===== config.mk =====
export PLATFORM = sky130hd
export DESIGN_NAME = serial_word_packer
export DESIGN_NICKNAME = d
export VERILOG_FILES = /design/src/rtl/palindrome_pkg.sv /design/src/rtl/serial_word_packer.sv
export SDC_FILE = /design/constraint.sdc
export NUM_CORES = 1
export LEC_CHECK = 0
export CORE_MARGIN = 2
export CORE_UTILIZATION = 35
export CTS_CLUSTER_DIAMETER = 200
export DETAILED_ROUTE_END_ITERATION = 8
export HOLD_SLACK_MARGIN = 0.1
export PLACE_DENSITY = 0.68
export RECOVER_POWER = 25
export SYNTH_ARGS = -nofsm -noshare
export SYNTH_HDL_FRONTEND = slang
export SYNTH_SLANG_ARGS = --single-unit

===== constraint.sdc =====
create_clock -name i_clk -period 1.5 [get_ports i_clk]
set_input_delay 0.3 -clock i_clk [delete_from_list [all_inputs] [get_ports i_clk]]
set_output_delay 0.3 -clock i_clk [all_outputs]
set_load 0.005 [all_outputs]

===== src/rtl/palindrome_pkg.sv =====
// Shared types and constants for the palindrome datapath: default word length
// and the serial packer state encoding.
package palindrome_pkg;

    localparam int unsigned PALINDROME_LEN = 4;

    typedef enum logic [1:0] {
        IDLE,
        COLLECT,
        HOLD
    } packer_state_t;

endpackage


===== src/rtl/serial_word_packer.sv =====
// Packs a serial bit stream MSB-first into WORD_LEN-bit words with a double buffer.
// Optional macro PACKER_PARITY_EN adds o_word_parity, registered alongside o_word.
module serial_word_packer
    import palindrome_pkg::*;
#(
    parameter int unsigned WORD_LEN = PALINDROME_LEN
) (
    input  logic                i_clk,
    input  logic                i_rst,
    input  logic                i_bit,
    input  logic                i_bit_valid,
    output logic                o_bit_ready,
    input  logic                i_flush,
    output logic [WORD_LEN-1:0] o_word,
    output logic                o_word_valid,
    input  logic                i_word_ready,
    output logic [15:0]         o_word_cnt
`ifdef PACKER_PARITY_EN
    ,
    output logic                o_word_parity
`endif
);

    localparam int unsigned CNT_W = $clog2(WORD_LEN);
    localparam logic [CNT_W-1:0] LAST_IDX = CNT_W'(WORD_LEN - 1);

    packer_state_t state_q, state_d;

    logic [CNT_W-1:0]    cnt_q, cnt_d;
    logic [WORD_LEN-2:0] shift_q, shift_d;
    logic [WORD_LEN-1:0] word_q, word_d;
    logic [15:0]         word_cnt_q, word_cnt_d;
    logic [WORD_LEN-1:0] new_word;

    logic word_valid;
    logic bit_ready;
    logic accept;
    logic last_bit;
    logic deliver;

    // State register and datapath registers
    always_ff @(posedge i_clk) begin
        if (i_rst) begin
            state_q    <= IDLE;
            cnt_q      <= '0;
            shift_q    <= '0;
            word_q     <= '0;
            word_cnt_q <= '0;
        end else begin
            state_q    <= state_d;
            cnt_q      <= cnt_d;
            shift_q    <= shift_d;
            word_q     <= word_d;
            word_cnt_q <= word_cnt_d;
        end
    end

    // Datapath next-state: shift register, bit counter, output word, delivery count
    always_comb begin
        accept     = i_bit_valid && bit_ready && !i_flush;
        last_bit   = accept && (cnt_q == LAST_IDX);
        deliver    = word_valid && i_word_ready;
        new_word   = {shift_q, i_bit};

        cnt_d      = cnt_q;
        shift_d    = shift_q;
        word_d     = word_q;
        word_cnt_d = word_cnt_q;

        if (i_flush) begin
            cnt_d   = '0;
            shift_d = '0;
        end else if (accept) begin
            cnt_d   = last_bit ? '0 : cnt_q + 1'b1;
            shift_d = new_word[WORD_LEN-2:0];
        end

        if (last_bit) begin
            word_d = new_word;
        end
        if (deliver) begin
            word_cnt_d = word_cnt_q + 16'd1;
        end
    end

    // Next-state: a load keeps/sets HOLD even when the old word leaves this cycle
    always_comb begin
        state_d = state_q;
        if (last_bit || (word_valid && !deliver)) begin
            state_d = HOLD;
        end else if (cnt_d != '0) begin
            state_d = COLLECT;
        end else begin
            state_d = IDLE;
        end
    end

    // Outputs: stall only when the last bit would overwrite an unaccepted word
    always_comb begin
        word_valid   = (state_q == HOLD);
        bit_ready    = !i_rst && !((cnt_q == LAST_IDX) && word_valid && !i_word_ready);
        o_bit_ready  = bit_ready;
        o_word_valid = word_valid;
        o_word       = word_q;
        o_word_cnt   = word_cnt_q;
    end

`ifdef PACKER_PARITY_EN
    logic parity_q;

    always_ff @(posedge i_clk) begin
        if (i_rst) begin
            parity_q <= 1'b0;
        end else if (last_bit) begin
            parity_q <= ^new_word;
        end
    end

    assign o_word_parity = parity_q;
`endif

endmodule

* Word-level counts from Yosys, hierarchy flattened
Cells that the tools add are included.
** Storage, ports and cells
- Bits of input ports :: 6
- Bits in read-only memories :: 0
- Logic and storage cells :: 32
- Output and inout port bits :: 22
- Bits in latches :: 0
- RAM bits :: 0
- Memories kept :: 0
- Register bits :: 27
** Cells by class
- Muxes and demuxes :: 5
- Multiply operators :: 0
- Reduce and logical (&&, ||, !) cells :: 17
- $lt $le $gt $ge :: 0
- Bitwise gates (word level) :: 0
- $add $sub $neg :: 2
- Equal/unequal tests :: 2
- Div/mod/pow operators :: 0
- Shift-type cells :: 0
** Operators with widths (number)
- adder 16 x 1 -> 16 bit, second input constant :: 1
- logical AND 1 bit :: 8
- two-way mux 2 bit :: 4
- logical NOT 1 bit :: 5
- == test 2 bit, second input constant :: 2
- OR reduction 2 bit :: 2
- adder 2 x 1 -> 2 bit, second input constant :: 1
- nonzero test 2 bit :: 1
- logical OR 1 bit :: 1
- two-way mux 1 bit :: 1

* Logic depth before layout (Yosys ltp)
Gate-level depths: netlist of run 1.
- Word-level depth :: 14
- Gate-level depth with buffers :: 5
- Mapped depth without buffers :: 5

* Least setup slack after synthesis of run 1
OpenSTA, ideal clock, no wires.
- Path type :: register -> register
- From :: reg word_cnt_q[4] (netlist: o_word_cnt[4])
- To :: reg word_cnt_q[13] (netlist: o_word_cnt[13])
- Data required time :: 1430 ps
- Period minus slack after synthesis :: 1479 ps
- Arrival :: 1409 ps
- Stages on the path, launching flop included :: 5
- Setup time :: 70 ps
- Path buffers :: 0
- Slack :: 21 ps
- Path through :: dfxtp_1 > and4_1 > nand2_1 > or4b_1 > a21oi_1
** Between the ends
- Cells in the longest elaborated chain, start to end :: 1
** RTL lines
- start, declared :: line serial_word_packer.sv:32 : logic [15:0] word_cnt_q, word_cnt_d;
- start signal, assigned :: line serial_word_packer.sv:54 : word_cnt_q <= word_cnt_d;
- adder 16 x 1 -> 16 bit :: line serial_word_packer.sv:82 : word_cnt_d = word_cnt_q + 16'd1;
No other way between the ends.
A chain may end at the register's enable or synchronous reset.

* Worst setup path after layout of run 1
- From :: reg state_q[1]
- To :: out o_bit_ready
** Between the ends
- Cells in the longest elaborated chain, start to end :: 5
** RTL lines
- start, declared :: line serial_word_packer.sv:27 : packer_state_t state_q, state_d;
- start signal, assigned :: line serial_word_packer.sv:50 : state_q <= state_d;
- == test 2 bit :: line serial_word_packer.sv:100 : word_valid = (state_q == HOLD);
- logical AND 1 bit (2 in a row) :: line serial_word_packer.sv:101 : bit_ready = !i_rst && !((cnt_q == LAST_IDX) && word_valid && !i_word_ready);
- logical NOT 1 bit :: line serial_word_packer.sv:101
- logical AND 1 bit :: line serial_word_packer.sv:101
- end, declared :: line serial_word_packer.sv:12 : output logic o_bit_ready,
No other way between the ends.

==> results of run 1 <==
==> kinds of logic (layout without fill, tap and decap cells) <==
| group | count (synthesis) | in the layout | synth area share |
|---|---|---|---|
| AOI/OAI and AO/OA | 15 | 15 | 0.0694 |
| DFF | 27 | 27 | 0.441 |
| muxes | 9 | 9 | 0.0745 |
| adders and majority gates | 2 | 2 | 0.0204 |
| buffers and inverters | 7 | 72 | 0.0347 |
| xor gates and xnor gates | 10 | 10 | 0.0714 |
| and+or+nand+nor | 66 | 66 | 0.289 |
==> where the power goes <==
| part | leakage, nW | total (W) | internal [W] | switching [W] |
|---|---|---|---|---|
| logic | 0.728 | 0.0000716 | 0.0000376 | 0.0000340 |
| registers | 0.229 | 0.000725 | 0.000721 | 0.00000356 |
| clock network | 0.0150 | 0.000325 | 0.000104 | 0.000221 |
==> area by class of cell <==
cell class	instances	area [sq um]	share of cell area
Inverter	2	7.51	0.00388
Clock buffer	4	26.3	0.0136
Sequential cell	27	568	0.293
Tap cell	46	57.6	0.0297
Multi-Input combinational cell	102	716	0.370
Timing Repair Buffer	66	562	0.290
==> per-stage QoR <==
step / hold WS, ns / utilization / cells / total power (W)
3_5_place_dp: 0.491 / 0.516 / 233 / 0.000812
4_1_cts: 0.485 / 0.552 / 245 / 0.00113
2_1_floorplan: 0.412 / - / 136 / 0.000770
3_3_place_gp: 0.482 / 0.516 / 233 / 0.000810
6_report: 0.485 / 0.576 / 247 / 0.00112
5_1_grt: 0.513 / 0.576 / 247 / 0.00117
==> state kept, by name, indices dropped and copies added, names as in the netlist <==
name,count
cnt_q,2
o_word,4
o_word_cnt,16
shift_q,3
state_q,2
==> placed cells by master, fill, tap and decap left out, types with 5 or more instances in the layout <==
cell	count
nand2_1	6
dlymetal6s2s_1	8
buf_4	39
dlygate4sd2_1	13
dfxtp_2	22
nand3_1	9
dfxtp_1	5
mux2i_1	8
nor2_1	23
xor2_1	6
==> per-layer routing <==
metal	global-route usage	part of all wire	up-vias	routed length [microns]
met3	0.0429	0.047	4	146
met1	0.167	0.39	581	1220
met5	0	0	-	0
li1	-	-	610	-
met2	0.303	0.55	27	1700
met4	0.0435	0.0094	0	29
==> what timing repair did <==
item                       CTS  global route
pin swaps                    5             6
setup endpoints to repair   32            23
cloned                       0             0
buffers inserted             8             2
gates resized for setup     47            20
==> worst max-delay path by stage <==
stage | startpoint | endpoint | cells after the start
after floorplan | o_word_cnt[4]$_SDFFE_PP0P_ | o_word_cnt[13]$_SDFFE_PP0P_ | 4
after global placement | i_word_ready | o_bit_ready | 4
after detailed placement | i_word_ready | o_word_cnt[14]$_SDFFE_PP0P_ | 5
after CTS | state_q[1]$_SDFF_PP0_ | o_bit_ready | 4
after global routing | state_q[1]$_SDFF_PP0_ | o_bit_ready | 4
final | state_q[1]$_SDFF_PP0_ | o_bit_ready | 4
==> critical path, cell delays in order (launching register included) <==
cell and delay [ns]:
dfxtp_2 0.35, nor2b_4 0.12, and2b_2 0.21, a21oi_2 0.15
buf_2 0.13
==> reports/qor.yml, run 1 <==
grt:
  grt_pass1_vias: 1185
  overflow: 0
  antenna_found_initial: 0
  grt_pass1_wl_microns: 5050
  grt_usage: 0.158
  grt_max_degree: 19
cts:
  clockBufferDepth: 2
  cts.root.buffer_cell: "clkbuf_4"
  hold_buffers: 0
  clkTransAtPathRegs_ns: 0.14
  insertion_delay_ns: 0.33
  htree_levels: 1
  numCtsBuffers: 3
  cts_tree: "yes"
  clock_sinks: 27
place:
  dp_slack_ns: -0.572
  post_dp_cell_area_sq_mm: 0.00174
  place_hpwl_microns: 2200
  port_buffers: 27
  gp_congestion: 0.813
die:
  die_area_sq_mm: 0.00399
  io_pins: 28
  core_area_sq_mm: 0.00336
  start_util: 0.365
  die_w_microns: 63.2
  die_h_microns: 63.2
  fp-row-count: 21
timing:
  setup_viol: 2
  max_slew_margin: 0.758
  max_freq_mhz: 633
  maxSlewViolCount: 0
  rsz0062_at_grt: "yes"
  fin_setup_tns_ns: -0.100
  tightest_slew_ns: 0.354
  hold_viol: 0
  fin_skew_ns: 0.00850
  min_period_ns: 1.58
  post-route-period-util: 1.05
  worst_slack_ns: -0.0801
synth:
  synth_most_common_cell: "dfxtp_1"
  synth_top_area_cell: "dfxtp_1"
  netlist.area_leader.share: 0.441
  synthArstFlopShare: 0
  ys_ff_latch: 27
  syn_area_per_cell_sq_um: 9.02
  synthTopCellsByArea: "dfxtp_1, nor2_1, mux2i_1"
  synthCells: 136
  synth_commonest_cells: "dfxtp_1, nor2_1, nand3_1"
  synth_flop_cell: "dfxtp_1"
  yosys_warnings: 0
  netlist_area_sq_mm: 0.00123
  synth.distinct_cells: 33
  synth_edf_count: 0
  synth.net_count: 144
  synth-seq-area-share: 0.441
critical_path:
  ff2ff_path_depth: 5
  cp.required_ns: 1.20
  path_max_fanout: 3
  worst_r2r_startpoint: "state_q[1]$_SDFF_PP0_"
  critPathKind: "flop to primary output"
  cp.arrival_ns: 1.28
  r2r_slack_ns: -0.02
  crit_path_end_kind: "primary output"
  r2r_end: "o_word_cnt[13]$_SDFFE_PP0P_"
  cp-start-kind: "flop"
layout:
  diodes: 0
  layout.nets: 210
  area_growth_syn_to_layout_pct: 58.0
  n_fill_cell: 348
  layout-drive-gt1-share: 0.433
  design_area_sq_mm: 0.00194
detailed_routing:
  post-route-drc-count: 0
  ant_nets: 0
  first_pass_iters: 4
  wl_per_cell_microns: 12.5
  routed_wl_microns: 3090
  drt-vias-per-instance: 4.95
  dr_total_vias: 1222
  first_iter_violations: 50
hold_path:
  holdPathStages: 2
  hold_path_class: "flop to flop"
  min-delay-start: "o_word_cnt[1]$_SDFFE_PP0P_"
  hold_end: "o_word_cnt[1]$_SDFFE_PP0P_"
pwr:
  p_leak_nw: 0.972
  p_per_area_mw_per_mm2: 579
  peakVddDrop_mv: 0.392
flow_run:
  cap_violations: 0
run_status:
  status: "finished with violations"
  failed_checks: "negative setup slack"
(Power assumes the default switching activity.)
==> run 2: changes to the inputs <==
CTS_CLUSTER_SIZE = 24   (was not set)
==> results of run 2 <==
Same layout as run 1: the final DEF is identical, and so are final timing and power.
==> run 3: changes to the inputs <==
TNS_END_PERCENT = 50   (was not set)
==> reports/qor.yml, run 3 (synthesized netlist as in run 1, its figures left out) <==
cts:
  cts_tree: "yes"
  clockBufferDepth: 2  # unchanged
  htree_levels: 1  # unchanged
  clkTransAtPathRegs_ns: 0.14  # about the same
  cts.root.buffer_cell: "clkbuf_4"
  clock_sinks: 27  # unchanged
  numCtsBuffers: 3  # unchanged
  insertion_delay_ns: 0.33  # about the same
die:
  die_area_sq_mm: 0.00399  # unchanged
  start_util: 0.365  # unchanged
  io_pins: 28  # unchanged
  fp-row-count: 21  # unchanged
  core_area_sq_mm: 0.00336  # unchanged
  die_h_microns: 63.2  # unchanged
  die_w_microns: 63.2  # unchanged
layout:
  largest_register_ffs: 16  # unchanged
  layout-drive-gt1-share: 0.421  # -0.0123
  design_area_sq_mm: 0.00189  # -2.3%
  n_fill_cell: 349  # +0.29%
  fin_util: 0.563  # -0.0134
  mostFrequentLayoutCells: "buf_4, nor2_1, dfxtp_2"
  layout_commonest_cell: "buf_4"
  diodes: 0  # unchanged
  layout.nets: 204  # -2.9%
  area_growth_syn_to_layout_pct: 54.3
  finalNonFillerCells: 241  # -2.4%
detailed_routing:
  ant_nets: 0  # unchanged
  post-route-drc-count: 0  # unchanged
  route.met2.wl_microns: 1630  # -3.7%
  dr_total_vias: 1193  # -2.4%
  routed-wl-met3_microns: 142  # -2.7%
  first_pass_iters: 4  # unchanged
  drt-vias-per-instance: 4.95  # about the same
  wl_per_cell_microns: 12.6  # +0.63%
  met1Wirelength_microns: 1230  # +0.82%
  first_iter_violations: 52  # +4.0%
  routed_wl_microns: 3030  # -1.8%
  top_layer: "met4"
place:
  gp_congestion: 0.813  # unchanged
  post_dp_cell_area_sq_mm: 0.00174  # unchanged
  port_buffers: 27  # unchanged
  placed_cells: 233  # unchanged
  place_hpwl_microns: 2200  # unchanged
critical_path:
  cp.arrival_ns: 1.28  # about the same
  crit_path_end_kind: "primary output"
  path_max_fanout: 3  # unchanged
  cp.required_ns: 1.20  # about the same
  cp-start-kind: "flop"
  critPathKind: "flop to primary output"
timing:
  max_freq_mhz: 634  # +0.24%
  worst_slack_ns: -0.0763  # +0.00381 ns
  maxSlewViolCount: 0  # unchanged
  post-route-period-util: 1.05  # -0.00254
  fin_setup_tns_ns: -0.106  # -0.00584 ns
  fin_skew_ns: 0.0111  # +0.00261 ns
  rsz0062_at_grt: "yes"
  max_slew_margin: 0.751  # -0.00711
  setup_viol: 2  # unchanged
  hold_viol: 0  # unchanged
  tightest_slew_ns: 0.365  # +0.0104 ns
  min_period_ns: 1.58  # -0.00381 ns
grt:
  overflow: 0  # unchanged
  grt_max_degree: 19  # unchanged
  grt_pass1_vias: 1167  # -1.5%
  grt_usage: 0.154  # -0.00415
  antenna_found_initial: 0  # unchanged
  grt_pass1_wl_microns: 4930  # -2.3%
hold_path:
  hold_path_class: "flop to flop"
pwr:
  p_leak_nw: 0.901  # -7.3%
  p_per_area_mw_per_mm2: 592  # +2.2%
  peakVddDrop_mv: 0.388  # -1.1%
run_status:
  status: "finished with violations"
  failed_checks: "negative setup slack"
flow_run:
  cap_violations: 0  # unchanged
run 3: cell types whose count changed in the layout (fill, tap and decap cells not counted), sizes merged:
cell          change
dlygate4sd2       +4
buf               -6
dlymetal6s2s      -4
run 3: timing repair:
item,CTS,global route
buffers inserted,2,2
pin swaps,5,7
endpoints found under the setup margin,32,20
gates resized for setup,49,22
hold buffers,0,0
run 3: path summary, 6_finish.rpt:
path	start	cells past startpoint	slack [ns]	end
worst min register to register	o_word_cnt[1]$_SDFFE_PP0P_	2	0.49	o_word_cnt[1]$_SDFFE_PP0P_
worst max register to register	state_q[1]$_SDFF_PP0_	5	-0.03	o_word_cnt[13]$_SDFFE_PP0P_
worst max-delay path	state_q[1]$_SDFF_PP0_	4	-0.08	o_bit_ready
worst min-delay path	o_word_cnt[1]$_SDFFE_PP0P_	2	0.49	o_word_cnt[1]$_SDFFE_PP0P_
run 3: per-stage QoR:
stage          hold WS (ns)  total power (W)  setup WS (ns)
5_1_grt               0.524          0.00117         -0.151
2_1_floorplan         0.412         0.000770         0.0207
6_report              0.493          0.00112        -0.0763
3_3_place_gp          0.482         0.000810         -0.556
3_5_place_dp          0.491         0.000812         -0.572
4_1_cts               0.493          0.00113        -0.0738
run 3: per-layer routing:
layer	up-vias	track usage
met1	566	0.164
met3	4	0.0429
met2	27	0.293
li1	596	-
met5	-	0
met4	0	0.0435
run 3: power breakdown:
group | leakage, nW | internal, W | total [W] | switching, W
clock network | 0.0150 | 0.000104 | 0.000324 | 0.000220
registers | 0.229 | 0.000721 | 0.000724 | 0.00000355
logic | 0.657 | 0.0000377 | 0.0000716 | 0.0000339
total | 0.901 | 0.000863 | 0.00112 | 0.000257
run 3: layout make-up:
type	count	area, sq um	area share
timing repair buffer	60	502	0.265
multi-input combinational	102	731	0.386
inverter	2	7.51	0.00397
tap	46	57.6	0.0304
sequential	27	568	0.300
clock buffer	4	26.3	0.0139
run 3: critical path, cell delays in order (launching register included):
cell and delay [ns]:
dfxtp_2 0.35, nor2b_4 0.12, and2b_2 0.21, a21oi_2 0.15, buf_2 0.13
